$ cat src/rtl/zion_req_skid_dff.sv
// zion_req_skid_dff: request-side pipeline register with valid/ready backpressure.
// A two-entry skid buffer: a main register that drives oDat and a skid register.
// It catches the one beat that upstream can send after the downstream stalls.
// iRdy, oVld and oDat all come straight from flops, so the combinational
// paths between upstream and downstream are cut in both directions.
// Optional feature: define ZION_REQ_SKID_DFF_CLR_EN to add a synchronous
// clear input 'clr'. The default build has no clr port.
module zion_req_skid_dff #(
    parameter int               WIDTH    = 32,
    parameter logic [WIDTH-1:0] INI_DATA = '0
) (
    input  logic             clk,
    input  logic             rst,
`ifdef ZION_REQ_SKID_DFF_CLR_EN
    input  logic             clr,
`endif
    input  logic             iVld,
    output logic             iRdy,
    input  logic [WIDTH-1:0] iDat,
    output logic             oVld,
    input  logic             oRdy,
    output logic [WIDTH-1:0] oDat
);

    // Bit 1 is the main-register valid and bit 0 is the skid-register valid.
    // With this encoding, oVld and the skid occupancy are plain bit picks.
    typedef enum logic [1:0] {
        EMPTY = 2'b00,
        ONE   = 2'b10,
        FULL  = 2'b11
    } state_t;

    state_t           state_q, state_d;
    logic [WIDTH-1:0] mainDat_q, mainDat_d;
    logic [WIDTH-1:0] skidDat_q, skidDat_d;
    logic             iRdy_q, iRdy_d;

    logic             clrReq;
    logic             inFire;
    logic             outFire;

`ifdef ZION_REQ_SKID_DFF_CLR_EN
    assign clrReq = clr;
`else
    assign clrReq = 1'b0;
`endif

    assign inFire  = iVld & iRdy_q;
    assign outFire = state_q[1] & oRdy;

    assign iRdy = iRdy_q;
    assign oVld = state_q[1];
    assign oDat = mainDat_q;

    // State and data registers.
    // Reset empties the buffer and holds iRdy low until the first clock edge.
    always_ff @(posedge clk or posedge rst) begin
        if (rst) begin
            state_q   <= EMPTY;
            mainDat_q <= INI_DATA;
            skidDat_q <= INI_DATA;
            iRdy_q    <= 1'b0;
        end else begin
            state_q   <= state_d;
            mainDat_q <= mainDat_d;
            skidDat_q <= skidDat_d;
            iRdy_q    <= iRdy_d;
        end
    end

    // Next-state occupancy.
    // A clear wins over any transfer that fires in the same cycle.
    always_comb begin
        state_d = state_q;
        if (clrReq) begin
            state_d = EMPTY;
        end else begin
            case (state_q)
                EMPTY: if (inFire) state_d = ONE;
                ONE: begin
                    if (inFire && !outFire)      state_d = FULL;
                    else if (!inFire && outFire) state_d = EMPTY;
                end
                FULL:  if (outFire) state_d = ONE;
                default: state_d = EMPTY;
            endcase
        end
    end

    // Data movement and the registered ready.
    // The skid is loaded only when a beat arrives while the main register stalls.
    // The main register is refilled from the skid when the main register drains.
    always_comb begin
        mainDat_d = mainDat_q;
        skidDat_d = skidDat_q;
        if (clrReq) begin
            mainDat_d = INI_DATA;
            skidDat_d = INI_DATA;
        end else begin
            case (state_q)
                EMPTY: if (inFire) mainDat_d = iDat;
                ONE: begin
                    if (inFire && outFire)       mainDat_d = iDat;
                    else if (inFire && !outFire) skidDat_d = iDat;
                end
                FULL:  if (outFire) mainDat_d = skidDat_q;
                default: ;
            endcase
        end
        iRdy_d = ~state_d[0];
    end

endmodule

$ cat config.mk
export PLATFORM = sky130hd
export DESIGN_NAME = zion_req_skid_dff
export DESIGN_NICKNAME = d
export VERILOG_FILES = /design/src/rtl/zion_req_skid_dff.sv
export SDC_FILE = /design/constraint.sdc
export NUM_CORES = 1
export LEC_CHECK = 0
export CAP_MARGIN = 20
export CORE_ASPECT_RATIO = 2
export CORE_MARGIN = 5
export CORE_UTILIZATION = 50
export DETAILED_ROUTE_END_ITERATION = 16
export GPL_TIMING_DRIVEN = 0
export PLACE_DENSITY = 0.87
export SLEW_MARGIN = 15
export SYNTH_ARGS = -nofsm -noshare
export SYNTH_HDL_FRONTEND = slang
export SYNTH_SLANG_ARGS = --single-unit
export TNS_END_PERCENT = 100
$ cat constraint.sdc
create_clock -name clk -period 2.06 [get_ports clk]
set_input_delay 0.206 -clock clk [delete_from_list [all_inputs] [get_ports clk]]
set_output_delay 0.206 -clock clk [all_outputs]
set_load 0.005 [all_outputs]
; Word-level counts from Yosys, hierarchy flattened
; Cells that the tools add are included.
[op_classes]
n_eq_ne = 6
n_mux = 9
bitwise_logic = 4
reduce_logical = 10
[op_table]
columns = operator, count
row1 = $mux W32, 3
row2 = $pmux W32 S3, 1
row3 = $mux W2, 4
row4 = $ne A2 B2 Y1 const B, 3
row5 = $pmux W2 S3, 1
row6 = $reduce_and A3 Y1, 2
row7 = $eq A2 B2 Y1 const B, 2
row8 = $reduce_and A4 Y1, 1
row9 = $logic_and A1 B1 Y1, 3
row10 = $ne A3 B3 Y1 const B, 1
row11 = $reduce_bool A3 Y1, 1
row12 = $and A1 B1 Y1, 2
row13 = $logic_not A1 Y1, 2
row14 = $logic_not A2 Y1, 1
row15 = $not A1 Y1, 2
[word_totals]
reg_bits = 67
output_inout_bits = 34
elab_cells = 34

; Logic depth before layout (Yosys ltp)
[depth]
ltp_word = 7
ltp_mapped = 7
ltp_nobuf = 6

; Worst setup path before layout
; Ideal clock, no wire load.
[synth_timing]
path_type = flip-flop to flip-flop
from = register state_q[1]
to = register mainDat_q[0] (netlist: oDat[0])
arrival_time_ns = 1.798
required_ns = 1.935
path_slack_ns = 0.137
path_stages_with_launch = 6
n_path_buf = 2
synth_period_minus_slack_ns = 1.923
cell_sequence = dfrtp_1 ha_1 clkbuf_1 clkbuf_1 mux2_2 mux2_4
[synth_between]
elab_chain_len = 4
[synth_rtl]
columns = item, line_no
row1 = start: declaration, 33  ; state_t state_q, state_d;
row2 = start signal: assignment, 64  ; state_q <= state_d;
row3 = $and A1 B1 Y1, 49  ; assign outFire = state_q[1] & oRdy;
row4 = $logic_and A1 B1 Y1, 103  ; if (inFire && outFire) mainDat_d = iDat;
row5 = $ne A2 B2 Y1 (no line), --
row6 = $reduce_and A4 Y1 (no line), --
row7 = end signal: assignment, 65  ; mainDat_q <= mainDat_d;
row8 = end: declaration, 34  ; logic [WIDTH-1:0] mainDat_q, mainDat_d;
; Parallel ways exist; a longest one is shown, timed or not.
; A chain may end at the register's enable or synchronous reset.

; Worst setup path in the final report
[layout_timing]
from = register state_q[1]
to = register mainDat_q[4] (netlist: oDat[4])
; Same word-level chain as after synthesis.

==> qor.log <==
qor: clock_network.tritoncts_num_sinks 67
qor: logic_synthesis.yosys.area.top_type sky130_fd_sc_hd__dfrtp_1
qor: cells_and_area.layout.cells.non_filler 369
qor: clock_network.post_cts.resized_instances 4
qor: drt.drt_pass1_iterations 4
qor: cells_and_area.drive_gt1_share 44.2%
qor: critical_path.cp_cell_sequence ha_2, a22o_1, o21bai_4, buf_6, mux2_4
qor: critical_path.worstReg2RegStart state_q[1]$_DFFE_PP0P_
qor: cells_and_area.finish.net_count 320
qor: timing.relSlewSlack 80.1%
qor: run_status.status finished clean
qor: floorplan.num_io_pins 70
qor: critical_path.crit_path_max_incr_delay 470 ps
qor: power_and_ir_drop.combinationalPowerShare 42.8%
qor: timing.timing.final.crit_share 89.9%
qor: drt.detail_route.wl_per_cell 16.9 um
qor: power_and_ir_drop.power.ir.vdd_worst 1100 uV
qor: critical_path.crit_cells 5
qor: global_routing.grt.total_usage 17.3%
qor: timing.final_period_minus_worst_setup_slack 1850 ps
qor: placement.place_hpwl 4430 um
qor: critical_path.critical-path-top-delay-family flip-flops
qor: clock_network.tritoncts done
qor: logic_synthesis.postSynthCellCount 200
qor: timing.final_hold_viol_count 0
qor: floorplan.fp.dieW 65.9 um
qor: global_routing.grt_antenna_before_repair 0
qor: global_routing.grt_max_degree 54
qor: drt.finalWirelength 6230 um
qor: global_routing.grt_ovf 0
qor: clock_network.cts_post_setup_buffers_inserted 0
qor: critical_path.critPathKind register to register
qor: drt.via_per_inst 5.12
qor: power_and_ir_drop.switching_power 1.92 mW
qor: power_and_ir_drop.leakage 1.87 nW
qor: floorplan.core_region_area 6060 um2
qor: cells_and_area.syn2layout_area_growth 38.2%
qor: flow_run.max_cap_viol_count 0
qor: critical_path.reg2reg_setup_slack 210 ps
qor: placement.gp_congestion 0.759
qor: placement.numPlacedInstances 354
qor: power_and_ir_drop.int_power 5.30 mW
qor: critical_path.timing.critical_path.required 2270 ps
qor: min_path.hold_class primary input to async pin
qor: logic_synthesis.yosysUniqueCellTypes 19
qor: placement.port_buffers 69
qor: global_routing.grt_first_pass_wirelength 10,200 um
qor: timing.timing.final.ws_setup 208 ps
qor: power_and_ir_drop.cellPowerDensity 1670 nW/um2
qor: logic_synthesis.synthesis.nets 240
qor: cells_and_area.antenna-diode-count 0
qor: floorplan.initial_core_util 51.5%
qor: critical_path.ff2ff_path_depth 5
qor: clock_network.cts_hold_buffers 0
qor: logic_synthesis.post_synth_instance_area 3120 um2
qor: logic_synthesis.ys_seq_elements 67
qor: drt.drcViolationCount 0
qor: timing.tightest_slew 298 ps
qor: logic_synthesis.netlist_top_cells_area sky130_fd_sc_hd__dfrtp_1 (54%), sky130_fd_sc_hd__mux2_2 (24%), sky130_fd_sc_hd__mux2_4 (14%)
qor: timing.achievable-frequency 540 MHz
qor: drt.first_iter_violations 83
qor: clock_network.maximum_count_of_clock_buffers_along_a_single_path 2
qor: floorplan.die-height 122 um
qor: critical_path.cp.buffers_inverters 1
qor: power_and_ir_drop.seqPwrFrac 32.9%
qor: logic_synthesis.post_synth.cell_area_avg 15.6 um2
qor: critical_path.crit_arrival 2060 ps
qor: floorplan.die_area 8020 um2
qor: logic_synthesis.yosysWarningCount 0
qor: logic_synthesis.synth_sequential_area_ratio 53.7%
qor: critical_path.critical_path.slowest_cell sky130_fd_sc_hd__dfrtp_1
qor: timing.final-setup-viol-count 0
qor: power_and_ir_drop.clockPowerShare 24.2%
qor: drt.drtAntennaViolNets 0
qor: power_and_ir_drop.switching_share 26.6%
qor: critical_path.critical_path_endpoint_category register
qor: timing.grt_setup_unrepaired false
qor: timing.report.final.slew_viol_count 0
qor: timing.finClkSkew 2.51 ps
qor: critical_path.crit_path_max_fanout 10
qor: timing.finalSetupTns 0 ps
qor: critical_path.regToRegEndpoint oDat[4]$_DFFE_PP0P_
qor: clock_network.cts.clk_slew.worst_paths 50 ps
qor: clock_network.tritoncts.num_buffers 9
qor: logic_synthesis.yosysTopAreaCellShare 53.7%
qor: cells_and_area.nFillCells 405
qor: placement.post-place-ws -202 ps
qor: global_routing.first_global_vias 2,042
qor: drt.route.vias.total 1,889
qor: critical_path.startpoint_types register
qor: floorplan.core.rowCount 40
qor: clock_network.h-tree-depth 3
qor: clock_network.clk_latency 330 ps
qor: clock_network.cts-root-buf sky130_fd_sc_hd__clkbuf_16
## per-stage QoR
step,power [mW],hold WS (ps),cell area [um2],utilization [%]
after global placement,5.39,482,3920,64.7
after detailed placement,5.50,490,3950,65.2
after CTS,7.29,158,4300,70.9
after floorplan,4.35,357,3120,-
after global routing,7.63,171,4320,71.3
final,7.22,162,4320,71.3
## worst max path at each step
stage                                           to  slack (ps)                   start
after floorplan                oDat[0]$_DFFE_PP0P_         140  state_q[1]$_DFFE_PP0P_
after global placement        oDat[22]$_DFFE_PP0P_        -930                     rst
after detailed placement      oDat[16]$_DFFE_PP0P_        -200  state_q[1]$_DFFE_PP0P_
after CTS                 skidDat_q[9]$_DFFE_PP0P_         110  state_q[1]$_DFFE_PP0P_
after global routing                iRdy$_DFF_PP0_          20  state_q[1]$_DFFE_PP0P_
final                          oDat[4]$_DFFE_PP0P_         210  state_q[1]$_DFFE_PP0P_
## synthesized netlist by cell type
master	count
sky130_fd_sc_hd__nand4_1	1
sky130_fd_sc_hd__nand3_1	4
sky130_fd_sc_hd__a21oi_1	1
sky130_fd_sc_hd__o21bai_4	1
sky130_fd_sc_hd__dfrtp_1	67
sky130_fd_sc_hd__a22o_1	1
sky130_fd_sc_hd__or3_1	1
sky130_fd_sc_hd__nor3_1	2
sky130_fd_sc_hd__buf_2	4
sky130_fd_sc_hd__a31oi_1	2
sky130_fd_sc_hd__nor3b_1	1
sky130_fd_sc_hd__mux2_2	67
sky130_fd_sc_hd__nand2_1	2
sky130_fd_sc_hd__clkbuf_1	3
sky130_fd_sc_hd__buf_6	3
sky130_fd_sc_hd__inv_1	4
sky130_fd_sc_hd__mux2_4	30
sky130_fd_sc_hd__nor2_1	2
sky130_fd_sc_hd__ha_1	4
## area by class of cell
| type | count | area, um2 | share of cell area [%] |
|---|---|---|---|
| inverters | 4 | 17.5 | 0.406 |
| clock inverters | 4 | 97.6 | 2.26 |
| clock buffers | 12 | 246 | 5.71 |
| multi-input cells | 119 | 1380 | 31.9 |
| repair buffers | 70 | 718 | 16.6 |
| plain buffers | 9 | 76.3 | 1.77 |
| well taps | 84 | 105 | 2.44 |
| flip-flops and latches | 67 | 1680 | 38.9 |
## state kept, by name, indices dropped and copies added, names as in the netlist
register and flops:
state_q 2, skidDat_q 32, iRdy 1, oDat 32
## cells by family after synthesis
| logic type | share of synthesized area, % |
|---|---|
| mux | 38.6 |
| flops | 53.7 |
| buf+inv | 2.56 |
| simple gates | 2.08 |
| compound gates | 1.44 |
| fa+ha+maj | 1.60 |
## power by group through the flow
| stage | clock network, mW | logic (mW) | registers [mW] |
|---|---|---|---|
| after floorplan | 0 | 2.01 | 2.34 |
| after global placement | 0 | 3.03 | 2.35 |
| after detailed placement | 0 | 3.12 | 2.38 |
| after CTS | 1.78 | 3.13 | 2.38 |
| after global routing | 1.85 | 3.31 | 2.47 |
| final | 1.75 | 3.09 | 2.38 |
## placed cells by master (no fill, tap or decap), types with 3 or more instances in the layout
cell                              instances
sky130_fd_sc_hd__mux2_4                  30
sky130_fd_sc_hd__ha_1                     3
sky130_fd_sc_hd__clkdlybuf4s50_1         69
sky130_fd_sc_hd__dfrtp_1                 67
sky130_fd_sc_hd__mux2_2                  67
sky130_fd_sc_hd__inv_1                    3
sky130_fd_sc_hd__bufinv_16                3
sky130_fd_sc_hd__clkbuf_4                 5
sky130_fd_sc_hd__clkbuf_16                9
sky130_fd_sc_hd__buf_6                    3
sky130_fd_sc_hd__nand3_1                  4
## routing by layer
metal,share of wire (%),vias up,wire length [um],global-route usage [%]
met3,4.3,9,270,4.80
met1,39,957,2410,19.4
li1,-,879,-,-
met2,55,44,3430,29.2
met5,0,-,0,0
met4,2.0,0,125,9.35
Power figures use the tool's default switching activity.
